===== src/rtl/mmio_uart_tx_pkg.sv =====
// mmio_uart_pkg: shared constants for the memory-mapped UART transmitter.
//   TXDATA_OFS / STATUS_OFS : register byte offsets from BASE_ADDR
//   ST_*                    : bit positions inside the STATUS word
//   uart_state_e            : serialiser FSM states
package mmio_uart_pkg;

    localparam logic [31:0] TXDATA_OFS = 32'h0;
    localparam logic [31:0] STATUS_OFS = 32'h4;

    localparam int ST_FULL   = 0;
    localparam int ST_EMPTY  = 1;
    localparam int ST_ACTIVE = 2;
    localparam int ST_OVF    = 3;

    typedef enum logic [1:0] {
        S_IDLE,
        S_START,
        S_DATA,
        S_STOP
    } uart_state_e;

endpackage


===== src/rtl/mmio_uart_tx_if.sv =====
// mmio_uart_tx_if: data-memory bus slice seen by the UART.
//   master : core side (drives strobes/address/write data)
//   slave  : UART side (returns hit flag and read data)
interface mmio_uart_tx_if;
    logic        mem_we;
    logic        mem_re;
    logic [31:0] mem_addr;
    logic [31:0] mem_wdata;
    logic        mmio_hit;
    logic [31:0] mem_rdata;

    modport master (
        output mem_we, mem_re, mem_addr, mem_wdata,
        input  mmio_hit, mem_rdata
    );

    modport slave (
        input  mem_we, mem_re, mem_addr, mem_wdata,
        output mmio_hit, mem_rdata
    );
endinterface


===== src/rtl/mmio_uart_tx_sync_fifo.sv =====
// sync_fifo: single-clock circular FIFO.
//   clk, rst          : clock, synchronous active-low reset
//   i_push, i_data    : write request and data
//   i_pop             : read request (ignored when empty)
//   o_data            : head entry (valid while !o_empty)
//   o_full, o_empty   : pointer-compare flags
//   o_count           : occupancy 0..DEPTH
// A push while full is accepted only if a pop happens on the same edge.
module sync_fifo #(
    parameter int WIDTH = 8,
    parameter int DEPTH = 8
) (
    input  logic                       clk,
    input  logic                       rst,
    input  logic                       i_push,
    input  logic [WIDTH-1:0]           i_data,
    input  logic                       i_pop,
    output logic [WIDTH-1:0]           o_data,
    output logic                       o_full,
    output logic                       o_empty,
    output logic [$clog2(DEPTH):0]     o_count
);
    localparam int AW = $clog2(DEPTH);

    logic [WIDTH-1:0] r_mem [DEPTH];
    logic [AW:0]      r_wptr;
    logic [AW:0]      r_rptr;
    logic             w_pop_ok;
    logic             w_push_ok;

    // Extra pointer MSB distinguishes full from empty when the indices match.
    assign o_empty   = (r_wptr == r_rptr);
    assign o_full    = (r_wptr[AW] != r_rptr[AW]) && (r_wptr[AW-1:0] == r_rptr[AW-1:0]);
    assign o_count   = r_wptr - r_rptr;
    assign o_data    = r_mem[r_rptr[AW-1:0]];
    assign w_pop_ok  = i_pop && !o_empty;
    assign w_push_ok = i_push && (!o_full || w_pop_ok);

    always_ff @(posedge clk) begin
        if (!rst) begin
            r_wptr <= '0;
            r_rptr <= '0;
        end else begin
            if (w_push_ok) r_wptr <= r_wptr + 1'b1;
            if (w_pop_ok)  r_rptr <= r_rptr + 1'b1;
        end
    end

    always_ff @(posedge clk) begin
        if (w_push_ok) r_mem[r_wptr[AW-1:0]] <= i_data;
    end
endmodule


===== src/rtl/mmio_uart_tx.sv =====
// mmio_uart_tx: memory-mapped transmit-only 8N1 UART.
//   clk, rst : clock, synchronous active-low reset
//   bus      : data-bus slave (TXDATA at BASE_ADDR, STATUS at BASE_ADDR+4)
//   tx       : registered serial output, idles high, LSB first
//   tx_busy  : FIFO non-empty or frame in progress
module mmio_uart_tx
    import mmio_uart_pkg::*;
#(
    parameter logic [31:0] BASE_ADDR    = 32'h0000_1000,
    parameter int          CLKS_PER_BIT = 4,
    parameter int          FIFO_DEPTH   = 8
) (
    input  logic           clk,
    input  logic           rst,
    mmio_uart_tx_if.slave  bus,
    output logic           tx,
    output logic           tx_busy
);
    localparam int          CNT_W     = $clog2(FIFO_DEPTH) + 1;
    localparam int          BAUD_W    = $clog2(CLKS_PER_BIT);
    localparam logic [31:0] TX_ADDR   = BASE_ADDR + TXDATA_OFS;
    localparam logic [31:0] ST_ADDR   = BASE_ADDR + STATUS_OFS;
    localparam logic [BAUD_W-1:0] BAUD_LAST = BAUD_W'(CLKS_PER_BIT - 1);

    // ---------------- bus decode ----------------
    logic w_sel_tx, w_sel_st, w_wr_tx, w_ovf_set, w_ovf_clr;
    logic w_unused;

    assign w_sel_tx     = (bus.mem_addr[31:2] == TX_ADDR[31:2]);
    assign w_sel_st     = (bus.mem_addr[31:2] == ST_ADDR[31:2]);
    assign bus.mmio_hit = w_sel_tx || w_sel_st;
    assign w_wr_tx      = bus.mem_we && w_sel_tx;
    assign w_unused     = &{1'b0, bus.mem_wdata[31:8], bus.mem_addr[1:0]};

    // ---------------- FIFO ----------------
    logic             w_pop, w_full, w_empty;
    logic [7:0]       w_fifo_dout;
    logic [CNT_W-1:0] w_count;

    sync_fifo #(.WIDTH(8), .DEPTH(FIFO_DEPTH)) u_fifo (
        .clk     (clk),
        .rst     (rst),
        .i_push  (w_wr_tx),
        .i_data  (bus.mem_wdata[7:0]),
        .i_pop   (w_pop),
        .o_data  (w_fifo_dout),
        .o_full  (w_full),
        .o_empty (w_empty),
        .o_count (w_count)
    );

    // ---------------- overflow flag ----------------
    logic r_ovf;

    assign w_ovf_set = w_wr_tx && w_full && !w_pop;
    assign w_ovf_clr = bus.mem_we && w_sel_st && bus.mem_wdata[ST_OVF];

    // Set has priority over a same-edge clear so no drop goes unreported.
    always_ff @(posedge clk) begin
        if (!rst)           r_ovf <= 1'b0;
        else if (w_ovf_set) r_ovf <= 1'b1;
        else if (w_ovf_clr) r_ovf <= 1'b0;
    end

    // ---------------- serialiser FSM ----------------
    uart_state_e       r_state, w_state_n;
    logic [BAUD_W-1:0] r_baud, w_baud_n;
    logic [2:0]        r_bit, w_bit_n;
    logic [7:0]        r_shift, w_shift_n;
    logic              r_tx, w_tx_n;
    logic              w_baud_end;

    assign w_baud_end = (r_baud == BAUD_LAST);

    always_ff @(posedge clk) begin
        if (!rst) begin
            r_state <= S_IDLE;
            r_baud  <= '0;
            r_bit   <= '0;
            r_shift <= '0;
            r_tx    <= 1'b1;
        end else begin
            r_state <= w_state_n;
            r_baud  <= w_baud_n;
            r_bit   <= w_bit_n;
            r_shift <= w_shift_n;
            r_tx    <= w_tx_n;
        end
    end

    // The next tx level is computed alongside the state so tx comes straight
    // from r_tx with no decode after the flop.
    always_comb begin
        w_state_n = r_state;
        w_baud_n  = r_baud + 1'b1;
        w_bit_n   = r_bit;
        w_shift_n = r_shift;
        w_tx_n    = r_tx;
        w_pop     = 1'b0;
        case (r_state)
            S_IDLE: begin
                w_baud_n = '0;
                w_tx_n   = 1'b1;
                if (!w_empty) begin
                    w_pop     = 1'b1;
                    w_shift_n = w_fifo_dout;
                    w_state_n = S_START;
                    w_tx_n    = 1'b0;
                end
            end
            S_START: begin
                if (w_baud_end) begin
                    w_baud_n  = '0;
                    w_bit_n   = '0;
                    w_state_n = S_DATA;
                    w_tx_n    = r_shift[0];
                end
            end
            S_DATA: begin
                if (w_baud_end) begin
                    w_baud_n = '0;
                    if (r_bit == 3'd7) begin
                        w_state_n = S_STOP;
                        w_tx_n    = 1'b1;
                    end else begin
                        w_shift_n = r_shift >> 1;
                        w_tx_n    = r_shift[1];
                        w_bit_n   = r_bit + 1'b1;
                    end
                end
            end
            S_STOP: begin
                if (w_baud_end) begin
                    w_baud_n = '0;
                    // Chain straight into the next start bit when data waits.
                    if (!w_empty) begin
                        w_pop     = 1'b1;
                        w_shift_n = w_fifo_dout;
                        w_state_n = S_START;
                        w_tx_n    = 1'b0;
                    end else begin
                        w_state_n = S_IDLE;
                        w_tx_n    = 1'b1;
                    end
                end
            end
            default: begin
                w_state_n = S_IDLE;
                w_baud_n  = '0;
                w_tx_n    = 1'b1;
            end
        endcase
    end

    assign tx      = r_tx;
    assign tx_busy = !w_empty || (r_state != S_IDLE);

    // ---------------- STATUS readback ----------------
    logic [31:0] w_status;
    logic [3:0]  w_cnt_sat;

    always_comb begin
        if (32'(w_count) > 32'd15) w_cnt_sat = 4'hF;
        else                       w_cnt_sat = 4'(w_count);
        w_status            = '0;
        w_status[ST_FULL]   = w_full;
        w_status[ST_EMPTY]  = w_empty;
        w_status[ST_ACTIVE] = (r_state != S_IDLE);
        w_status[ST_OVF]    = r_ovf;
        w_status[7:4]       = w_cnt_sat;
    end

    assign bus.mem_rdata = (bus.mem_re && w_sel_st) ? w_status : 32'h0;
endmodule

===== src/flat_wrapper.sv =====
// flat-port wrapper written by rule: the top's interface ports become plain ports
module mmio_uart_tx_flat import mmio_uart_pkg::*;
#(
    parameter logic [31:0] BASE_ADDR    = 32'h0000_1000,
    parameter int          CLKS_PER_BIT = 4,
    parameter int          FIFO_DEPTH   = 8
)
  (clk, rst, tx, tx_busy, bus_mem_we, bus_mem_re, bus_mem_addr, bus_mem_wdata, bus_mmio_hit, bus_mem_rdata);
  mmio_uart_tx_if bus_i ();
  input  logic clk;
  input  logic rst;
  output logic tx;
  output logic tx_busy;
  input wire logic [$bits(bus_i.mem_we)-1:0] bus_mem_we;
  input wire logic [$bits(bus_i.mem_re)-1:0] bus_mem_re;
  input wire logic [$bits(bus_i.mem_addr)-1:0] bus_mem_addr;
  input wire logic [$bits(bus_i.mem_wdata)-1:0] bus_mem_wdata;
  output wire logic [$bits(bus_i.mmio_hit)-1:0] bus_mmio_hit;
  output wire logic [$bits(bus_i.mem_rdata)-1:0] bus_mem_rdata;
  assign bus_i.mem_we = bus_mem_we;
  assign bus_i.mem_re = bus_mem_re;
  assign bus_i.mem_addr = bus_mem_addr;
  assign bus_i.mem_wdata = bus_mem_wdata;
  assign bus_mmio_hit = bus_i.mmio_hit;
  assign bus_mem_rdata = bus_i.mem_rdata;
  mmio_uart_tx #(.BASE_ADDR(BASE_ADDR), .CLKS_PER_BIT(CLKS_PER_BIT), .FIFO_DEPTH(FIFO_DEPTH)) u_core (.clk(clk), .rst(rst), .bus(bus_i), .tx(tx), .tx_busy(tx_busy));
endmodule

===== config.mk =====
export PLATFORM = sky130hd
export DESIGN_NAME = mmio_uart_tx_flat
export DESIGN_NICKNAME = d
export VERILOG_FILES = /design/src/rtl/mmio_uart_tx_pkg.sv /design/src/rtl/mmio_uart_tx_if.sv /design/src/rtl/mmio_uart_tx_sync_fifo.sv /design/src/rtl/mmio_uart_tx.sv /design/src/flat_wrapper.sv
export SDC_FILE = /design/constraint.sdc
export NUM_CORES = 1
export LEC_CHECK = 0
export ABC_AREA = 1
export CAP_MARGIN = 20
export CORE_ASPECT_RATIO = 0.5
export CORE_UTILIZATION = 50
export CTS_BUF_LIST = sky130_fd_sc_hd__clkbuf_8
export DETAILED_ROUTE_END_ITERATION = 8
export PLACE_DENSITY = 0.89
export SLEW_MARGIN = 20
export SYNTH_ARGS = -nofsm -noshare
export SYNTH_HDL_FRONTEND = slang
export SYNTH_SLANG_ARGS = --single-unit

===== constraint.sdc =====
create_clock -name clk -period 5.6 [get_ports clk]
set_clock_uncertainty 0.2 [all_clocks]
set_input_delay 1.12 -clock clk [delete_from_list [all_inputs] [get_ports clk]]
set_output_delay 1.12 -clock clk [all_outputs]
set_load 0.01 [all_outputs]

==> results of run 1 <==
## worst max-delay path by stage
stage,slack [ns],depth (start not counted),end
2_1_floorplan,2.27,6,bus_mem_rdata[0]
3_3_place_gp,1.21,8,bus_mem_rdata[4]
3_5_place_dp,1.12,8,bus_mem_rdata[5]
4_1_cts,1.13,8,bus_mem_rdata[5]
5_1_grt,0.91,10,bus_mem_rdata[5]
6_report,1.14,8,bus_mem_rdata[5]
## cell usage in the layout (no fill, tap or decap), types with 4 or more instances in the layout
| cell | synthesis | final |
|---|---|---|
| ha_1 | 13 | 13 |
| clkbuf_8 | 0 | 9 |
| edfxtp_1 | 64 | 64 |
| conb_1 | 1 | 24 |
| o21ai_0 | 10 | 10 |
| nand2_1 | 118 | 118 |
| inv_1 | 25 | 25 |
| dfxtp_1 | 28 | 27 |
| clkdlybuf4s50_1 | 0 | 52 |
| nor2_1 | 62 | 62 |
| nand3_1 | 59 | 59 |
| nand3_2 | 4 | 4 |
| a21oi_1 | 26 | 26 |
## critical path, cell delays in order
cell             delay [ns]
clkdlybuf4s50_1        0.39
or2_1                  0.22
nor2_1                 0.10
nand2_1                0.13
nor2_1                 0.21
nand2_1                0.23
nor2_1                 0.17
clkdlybuf4s50_1        0.57
## per-stage QoR
step           worst slack [ns]  hold slack (ns)  area, um^2
2_1_floorplan              2.27            0.197        4510
3_3_place_gp               1.21            0.204        4900
3_5_place_dp               1.12            0.215        4900
4_1_cts                    1.13            0.229        5080
5_1_grt                   0.911            0.255        5080
6_report                   1.14            0.222        5080
## logic make-up (layout without fill, tap and decap cells)
kind of cell,after synthesis,in the layout
adder cells (fa/ha/maj),14,14
other,1,24
AO/OA/AOI/OAI,42,42
flip-flops,92,92
XOR/XNOR,6,6
buffers and inverters,67,94
AND/OR/NAND/NOR,254,254
## registers in the layout, indices dropped and copies added (netlist names), named ones only
signal,count
u_core.r_baud,2
u_core.r_bit,3
u_core.r_ovf,1
u_core.r_shift,8
u_core.r_state,2
u_core.tx,1
u_core.u_fifo.r_mem,64
u_core.u_fifo.r_rptr,4
u_core.u_fifo.r_wptr,4
## area by class of cell
cell class	count	area (um^2)	area share [%]
inverters	26	97.6	1.92
well taps	112	140	2.76
flip-flops and latches	92	2480	48.8
repair buffers	52	520	10.2
clock inverters	7	62.6	1.23
clock buffers	9	124	2.44
multi-input cells	340	1660	32.6
## per-layer routing
layer	GRT usage, %	vias up
met5	0	-
met4	8.85	0
met1	24.7	1524
li1	-	1635
met2	37.1	193
met3	4.81	13
## power groups by stage
| stage | sequential [mW] | clock, mW | combinational (mW) |
|---|---|---|---|
| 3_5_place_dp | 0.832 | 0 | 0.405 |
| 5_1_grt | 0.825 | 0.433 | 0.463 |
| 4_1_cts | 0.818 | 0.410 | 0.410 |
| 6_report | 0.818 | 0.408 | 0.413 |
| 3_3_place_gp | 0.831 | 0 | 0.391 |
| 2_1_floorplan | 0.805 | 0 | 0.339 |
==> run summary, run 1 <==
The die extent in x was 135 um. The post-route clock period utilization is 79.7%. The tools report the total of cells resized after clock tree synthesis as 0. The tree is rooted in a clkbuf_8.

Sequential cells were found to cover 56.2% of the synthesized design area. By startpoint and endpoint, the worst setup path is classified as in -> out. 103 I/O pins were placed. After synthesis, the most frequently instantiated cells are nand2_1, edfxtp_1, nor2_1. For hold timing, the worst endpoint is u_core.r_baud[0]. After clock tree synthesis, the clock-pin slew on the worst setup and hold paths is 0.10 ns. The number of design rule violations left after detail routing came out at 0. The worst register-to-register path begins at u_core.u_fifo.r_wptr[2]. The fraction of post-synthesis cell area in the top cell type by area was 43.5%. The run finished with clean final reports. After detailed routing, the average wire length per cell comes to 14.4 um. The clock period minus worst slack was 4.46 ns; the routed length on met1 was 3710 um.

The dominant combinational cell family by area after synthesis is simple AND/OR/NAND/NOR gates. The fraction of layout cells with a size suffix above 1 is 5.51%, and the cell leakage power is 1.92 nW. The first detailed-routing pass ran for 5 iterations. The tools report the worst setup path startpoint as bus_mem_addr[19]. The clock network accounts for 24.9% of the total power. The most frequent cell after synthesis is nand2_1.

The die is 68.5 um tall. In this run, placement finished with an instance count of 622. STA classifies the critical path endpoint as an output pin. For the count of nets left with antenna violations after detail routing, the log shows 0. The worst setup path is launched from a primary input.

The tools report the overall power after layout as 1.64 mW. Fmax: 224 MHz. The non-filler instance count after layout was 638; the count of distinct cell types in the synthesized netlist was 32.

The placed wire-length estimate after detailed placement was 6230 um. The run gives 53.3% as the initial core utilization. The tools report the total count of max-transition violations in the final report as 0.

0 antenna diodes ended up in the layout. The transition at the pin with the smallest max-transition slack is 1.01 ns, and the area of the core is 8290 um^2. Net switching power: 549 uW. The startpoint identified for the worst hold timing path is u_core.r_baud[0]. Net switching is 33.5% of the power.

Input and output buffers added on the ports amount to 52. The worst pin sits at a relative slew slack of 32.8%. CTS built an H-tree with a depth of 3. Across all layers, the routed design uses 3365 vias. The total power per unit cell area was 322 nW/um^2. The number of cells on the worst reg-to-reg path is 5. Row generation in the floorplan step produced 23 rows. The logs give 643 for the total of fill cells in the finished design and 0 for the initial antenna violation count. The Yosys step of the flow raised 0 warnings. The maximum root-to-sink buffer count came out at 2.

The total overflow left after global routing is 0. The number of clock buffers added by TritonCTS is 9. In this run, the number of DRC markers left after iteration 0 of detailed routing was 358. The synthesized netlist devotes 4.13% of its cell area to adder and majority cells. The run gives 4420 um^2 as the post-synthesis cell area.

Measured on the finished design, the core utilization comes to 61.4%. For the endpoint arrival time on the critical path, the log shows 3.14 ns. The total length of routed met3 wires was 859 um. Post-CTS timing repair inserted 0 buffers for setup. The total die area was 9240 um^2. After synthesis, the share of flip-flops with an asynchronous set or reset is 0%. The number of cells on the worst hold path is 1. The tree built by TritonCTS fans out to 92 sinks. In the synthesized netlist, mux cells make up 0% of the area. The combinational share of power came out at 25.2%. The routability congestion estimate was 0.776. The per-cell via count in the routed design was 5.27; the xor and xnor fraction of the mapped netlist area was 1.36%. The part of the total power dissipated in sequential elements was 49.9%.

TritonCTS built the clock tree. Yosys attributes the largest share of cell area to edfxtp_1, dfxtp_1, nand2_1. The register-to-register setup slack was 2.70 ns; the worst vdd rail ir drop was 0.125 mV.

For the via count of the first global-routing pass, the log shows 3054. Summing the areas of all compound-gate instances in the mapped netlist gives 5.12% of the synthesized area. Dividing the synthesized area by the synthesized cell count gives 9.28 um^2. Yosys mapped a number of flops with a built-in enable equal to 64. The area growth from synthesis to layout is 15.1%. In the detailed route, the total length drawn on met2 is 4490 um. The final layout contains routed wiring with a total length of 9180 um. The total global routing track utilization came out at 20.8%. The first global-routing pass estimated 14200 um of wire.

Setup violations remaining at the end of the flow were counted as 0. The synthesized-area fraction occupied by and/or/nand/nor cells was 24.8%; the maximum number of pins on one net before global-route repair was 34. The largest total area in the synthesized netlist belongs to edfxtp_1. Cell internal power was estimated by the tool at 1.09 mW. The final number of hold-violating endpoints was 0. The tightest min-delay check is of the reg -> reg type. The terminus of the critical flop-to-flop path was u_core.u_fifo.r_mem[7][0].

Synthesis handed over a netlist of 476 instances. The worst path required time was 4.28 ns; the number of maximum-capacitance violations was 0. For the layout net count, the log shows 603. Total negative setup slack: 0 ns. The top routing layer in use is met4. At the later pin of the worst-skew pair, clock insertion delay measures 0.36 ns. The number of buffers inserted for hold repair after clock tree synthesis was 0; the maximum fanout along the worst path was 8.

Setup repair after global routing left no endpoint under its margin. Synthesis inferred 92 register bits. Among all flip-flop cells after synthesis, the most frequent one is edfxtp_1.
Power figures use the tool's default switching activity.
==> run 2, diff against run 1 <==
==> constraint.sdc (replaced) <==
create_clock -name clk -period 4.2 [get_ports clk]
set_clock_uncertainty 0.2 [all_clocks]
set_input_delay 0.84 -clock clk [delete_from_list [all_inputs] [get_ports clk]]
set_output_delay 0.84 -clock clk [all_outputs]
set_load 0.01 [all_outputs]
==> run summary, run 2 (synthesis gave the netlist of run 1 again) <==
The tightest hold margin was 0.222 ns (+0.000146 ns). The delay of the slowest critical-path stage is 0.56 ns (about the same). The number of maximum-capacitance violations was 0 (unchanged); the number of clock sinks was 92 (unchanged). The post-CTS setup repair buffer count came out at 0 (unchanged).

The cell leakage power was 2.00 nW (+4.3%); the maximum fanout along the worst path was 8 (unchanged). The fraction of layout cells with a size suffix above 1 is 7.10% (+1.6 points), and the number of cells on the worst hold path is 1 (unchanged). The logs give 23 (unchanged) for the cell row count and 3.16 ns (-1.12 ns) for the worst path required time. For the via count of the first global-routing pass, the log shows 3244 (+6.2%). The total die area is 9240 um^2 (unchanged), and the initial core utilization is 53.3% (unchanged). The logs give 3 (unchanged) for the maximum level of the CTS H-tree and 0 ns (unchanged) for the total negative setup slack.

Worst slew margin relative to its limit: 31.7% (-1.1 points). The critical path is of the in -> out type. The buffering stage count on the worst path with inverters included was 2 (unchanged). The maximum number of pins on one net before global-route repair is 34 (unchanged), and the per-cell via count in the routed design is 5.44 (+3.1%). The count of inserted antenna diode cells is 0 (unchanged), and the total congestion overflow is 0 (unchanged). The library cell used most frequently in the layout, excluding fill and tap cells, is nand2_1.

The post-detailed-route wirelength per cell was 15.3 um (+6.7%); the count of buffers from port buffering was 52 (unchanged). Setup repair after global routing left no endpoint under its margin. The min-delay analysis places its worst path in the category reg -> reg. The post-route clock period utilization is 92.3%.

The routability congestion estimate was 0.821 (+5.7%); the first-pass GRT wire length was 15600 um (+9.8%). Count of nets left with antenna violations after detail routing: 0 (unchanged). The length in cells of the worst reg-to-reg path was 7 (+2). The top cell types in the final layout, fill and taps aside, are nand2_1, edfxtp_1, nor2_1. The via count came out at 3517 (+4.5%). The cell with the biggest individual delay on the critical path is clkdlybuf4s50_1. The signal on the critical path passes through clkdlybuf4s50_1, or2_1, nor2_1, nand2_1, nor2_1, nand2_1, nor2_1, clkdlybuf4s50_1. For the count of routing violations after the opening detailed-route iteration, the log shows 471 (+32%).

The tools report the design area as 5210 um^2 (+2.5%). The total routed wirelength was 9920 um (+8.2%). The number of iterations in the first detailed-routing pass is 5 (unchanged), and the number of cells in the design after placement is 631 (+1.4%). For the endpoint arrival time on the critical path, the log shows 2.84 ns (-0.30 ns). The total count of max-transition violations in the final report was 0 (unchanged). The total power per unit cell area came out at 457 nW/um^2 (+42%). For the layout net count, the log shows 612 (+1.5%). The total global routing track utilization is 22.8% (+2.1 points). The smallest clock period supported by the final layout is computed as 3.88 ns. The die extent in x works out to 135 um (unchanged).

Clock tree synthesis selected as its root buffer the cell clkbuf_8. The number of flip-flops in the largest register is 64 (unchanged). The CTS buffer count was 9 (unchanged); the vertical die dimension was 68.5 um (unchanged). TritonCTS built the clock tree. The run finished with clean final reports. The worst vdd rail ir drop came out at 0.211 mV (+68%). Logic depth of the worst path, buffers included: 8 (unchanged). The tools report the number of buffers inserted for hold repair after clock tree synthesis as 0 (unchanged). The non-filler instance count after layout was 647 (+1.4%); the initial antenna violation count was 0 (unchanged).

The transition at the pin with the smallest max-transition slack is 1.02 ns (+0.0158 ns), and the fmax is 258 MHz. Counting stages on the worst path, the most repeated cell is nor2_1. The tools report the placed wire-length estimate after detailed placement as 6390 um (+2.5%).

The tools report the total of cells resized after clock tree synthesis as 0 (unchanged). For the final number of hold-violating endpoints, the log shows 0 (unchanged). The area of the core is 8290 um^2 (unchanged).

The number of design rule violations left after detail routing was 0 (unchanged); the signed area change from the synthesized netlist to the final layout was 17.9%. The critical path's top delay family is simple AND/OR/NAND/NOR gates. The endpoint type of the worst setup path is an output pin. The clock network latency to the later pin of the worst-skew pair was 0.36 ns (about the same). The logs give 0 (unchanged) for the final setup violation count and 4960 um^2 (+1.4%) for the placement-stage cell area.

The maximum root-to-sink buffer count was 2 (unchanged); the register clock-pin slew on the reported worst setup and hold paths was 0.09 ns (about the same). The total of fill cells in the finished design was 629 (-2.2%). Overall power after layout: 2.38 mW (+45%).

The worst setup path is launched from a primary input. The tools report the number of top-level pins as 103 (unchanged).
==> run 2: cell types whose count changed in the layout (fill, tap and decap cells not counted), sizes merged <==
cell,previous run,this run
clkinvlp,1,0
buf,0,9
bufinv,0,3
inv,27,28
clkinv,5,2
==> run 2: routing by layer <==
metal	vias to the layer above	wire, um	track usage [%]
met4	0	215	11.2
met5	-	0	0
met2	233	4930	40.4
met1	1607	3730	26.7
met3	25	1050	5.63
li1	1652	-	-
==> run 2: per-stage QoR <==
stage	utilization, %	setup slack, ns
2_1_floorplan	-	1.43
3_3_place_gp	59.9	0.377
3_5_place_dp	59.9	0.318
4_1_cts	62.9	0.305
5_1_grt	62.9	0.129
6_report	62.9	0.322
==> run 2: power by group <==
part	internal [mW]	switching (mW)
Clock	0.400	0.325
Sequential	1.03	0.0490
Combinational	0.209	0.373
Total	1.63	0.747
==> run 2: worst paths after layout <==
| kind | startpoint | endpoint | slack (ns) |
|---|---|---|---|
| worst max-delay path | bus_mem_addr[19] | bus_mem_rdata[3] | 0.32 |
| worst min-delay path | u_core.r_baud[0] | u_core.r_baud[0] | 0.22 |
| worst max register to register | u_core.u_fifo.r_rptr[2] | u_core.u_fifo.r_mem[5][0] | 1.48 |
| worst min register to register | u_core.r_baud[0] | u_core.r_baud[0] | 0.22 |
==> run 2: layout make-up <==
cell class	instances	area, um^2	area share (%)
inverters	26	97.6	1.87
clock buffers	9	124	2.38
clock inverters	7	121	2.33
multi-input cells	340	1660	31.8
repair buffers	61	588	11.3
flip-flops and latches	92	2480	47.6
well taps	112	140	2.69
==> run 2: worst register-to-register path, stage by stage, from the launching register on <==
cell	delay [ns]
dfxtp_1	0.37
inv_1	0.09
ha_1	0.34
and3_1	0.31
nand3_2	0.20
nand4_1	0.20
nor2_1	0.49
buf_4	0.26
==> run 3, diff against run 2 <==
--- a/config.mk
+++ b/config.mk
@@ -12,6 +12,7 @@
 export CTS_BUF_LIST = sky130_fd_sc_hd__clkbuf_8
 export DETAILED_ROUTE_END_ITERATION = 8
 export PLACE_DENSITY = 0.89
+export REMOVE_ABC_BUFFERS = 1
 export SLEW_MARGIN = 20
 export SYNTH_ARGS = -nofsm -noshare
 export SYNTH_HDL_FRONTEND = slang
==> run summary, run 3 (synthesis gave the netlist of run 1 again) <==
The first-pass GRT wire length was 15200 um (-2.3%); the count of routing violations after the opening detailed-route iteration was 452 (-4.0%). The post-route clock period utilization was 90.1% (-2.2 points); the signed area change from the synthesized netlist to the final layout was 16.9%. The worst path required time is 3.16 ns (about the same), and the cell leakage power is 1.97 nW (-1.7%).

The run gives 2 (unchanged) as the maximum root-to-sink buffer count. The final number of hold-violating endpoints is 0 (unchanged), and the buffering stage count on the worst path with inverters included is 2 (unchanged). Post-CTS setup repair buffer count: 0 (unchanged). TritonCTS built the clock tree. The total congestion overflow was 0 (unchanged); the number of flip-flops in the largest register was 64 (unchanged).

The total of fill cells in the finished design was 619 (-1.6%). Sort of element at the start of the critical path: a primary input. The number of maximum-capacitance violations is 0 (unchanged), and the number of iterations in the first detailed-routing pass is 6 (+1).

The total count of max-transition violations in the final report was 0 (unchanged). The die extent in x is 135 um (unchanged). The most numerous cell type found on the critical path is nor2_1. The tools report the clock root buffer master as clkbuf_8. The endpoint arrival time on the critical path is 2.75 ns (-0.09 ns). Leaving out fill and tap cells, the most frequent cell in the layout is nand2_1. The tools report the worst vdd rail ir drop as 0.217 mV (+3.3%). The placed wire-length estimate after detailed placement is 6500 um (+1.7%). The fmax was 264 MHz (+2.4%); the total global routing track utilization was 22.4% (-0.44 points). For the register area, the log shows 2480 um^2 (unchanged). The area of the core is 8290 um^2 (unchanged), and the count of buffers from port buffering is 52 (unchanged). The maximum fanout along the worst path is 8 (unchanged).

Critical path's top delay family: buffers and inverters. The total of cells resized after clock tree synthesis was 0 (unchanged). Count of nets left with antenna violations after detail routing: 0 (unchanged). STA classifies the critical path endpoint as an output pin.

The maximum level of the CTS H-tree was 3 (unchanged). For the overall power after layout, the log shows 2.32 mW (-2.4%). Cell with the biggest individual delay on the critical path: clkdlybuf4s50_1. The path class of the tightest hold or removal check is reg -> reg.

The logs give 3301 (+1.8%) for the via count of the first global-routing pass and 9 (unchanged) for the CTS buffer count. The fraction of layout cells with a size suffix above 1 was 6.38% (-0.72 points); the routability congestion estimate was 0.779 (-5.1%). The area of combinational cells with multiple inputs was 1660 um^2 (unchanged). The logs give 0 (unchanged) for the number of design rule violations left after detail routing and 9240 um^2 (unchanged) for the total die area.

The final setup violation count came out at 0 (unchanged). The run gives 0 (unchanged) as the count of inserted antenna diode cells. The total negative setup slack was 0 ns (unchanged); the maximum number of pins on one net before global-route repair was 34 (unchanged). The total routed wirelength was 9860 um (-0.67%); the transition at the pin with the smallest max-transition slack was 0.985 ns (-0.0380 ns). The worst slew margin relative to its limit is 34.3% (+2.5 points), and the initial antenna violation count is 0 (unchanged).

The vertical die dimension was 68.5 um (unchanged); the clock network latency to the later pin of the worst-skew pair was 0.36 ns (about the same). The clock period minus worst slack was 3.79 ns (-0.0919 ns). The per-cell via count in the routed design works out to 5.47 (+0.68%). The total power per unit cell area came out at 450 nW/um^2 (-1.6%).

The post-detailed-route wirelength per cell was 15.3 um (-0.36%). Walking the worst path, the cells encountered are clkdlybuf4s50_1, or2_1, nor2_1, nand2_1, nor2_1, nand2_1, nor2_1, clkdlybuf4s50_1. Number of buffers inserted for hold repair after clock tree synthesis: 0 (unchanged).

By startpoint and endpoint, the worst setup path is classified as in -> out. The number of clock sinks is 92 (unchanged). The register clock-pin slew on the reported worst setup and hold paths is 0.09 ns (about the same).

The logs give 103 (unchanged) for the number of top-level pins and 610 (-0.33%) for the layout net count. In the layout the commonest cells are nand2_1, edfxtp_1, nor2_1. Initial core utilization: 53.3% (unchanged). Setup repair after global routing left no endpoint under its margin. The cell row count was 23 (unchanged); the via count was 3530 (+0.37%). The flow ran to the end, and the final reports show no timing, DRC or antenna violations. The run gives 62.3% (-0.54 points) as the final design utilization. Delay of the slowest critical-path stage: 0.57 ns (about the same).
## run 3: cell type report
| cell class | count | share of cell area, % |
|---|---|---|
| flip-flops and latches | 92 | 48.1 |
| multi-input cells | 340 | 32.1 |
| repair buffers | 59 | 11.1 |
| well taps | 112 | 2.71 |
| clock buffers | 9 | 2.40 |
| inverters | 26 | 1.89 |
| clock inverters | 7 | 1.77 |
## run 3: path summary, 6_finish.rpt
path / from / endpoint / slack [ns] / depth (start not counted)
setup / recovery: bus_mem_addr[18] / bus_mem_rdata[7] / 0.41 / 8
hold / removal: u_core.r_baud[0] / u_core.r_baud[0] / 0.26 / 1
hold reg to reg: u_core.r_baud[0] / u_core.r_baud[0] / 0.26 / 1
setup reg to reg: u_core.r_state[0] / u_core.r_shift[0] / 1.38 / 9
## run 3: stage by stage
| step | instance area [um^2] | setup WS (ns) | instances | hold slack [ns] |
|---|---|---|---|---|
| 5_1_grt | 5160 | 0.230 | 645 | 0.276 |
| 3_3_place_gp | 4950 | 0.447 | 629 | 0.206 |
| 6_report | 5160 | 0.414 | 645 | 0.257 |
| 3_5_place_dp | 4950 | 0.383 | 629 | 0.243 |
| 2_1_floorplan | 4240 | 1.43 | 458 | 0.197 |
| 4_1_cts | 5160 | 0.370 | 645 | 0.259 |
## run 3: power breakdown
part / leakage, nW / switching [mW] / internal, mW
logic: 1.06 / 0.386 / 0.210
registers: 0.802 / 0.0545 / 1.03
clock network: 0.101 / 0.315 / 0.332
## run 3: routing by layer
layer	share of wire (%)	track usage (%)
met1	39	25.5
met2	48	40.5
met3	9.8	4.96
met4	3.1	12.4
met5	0	0
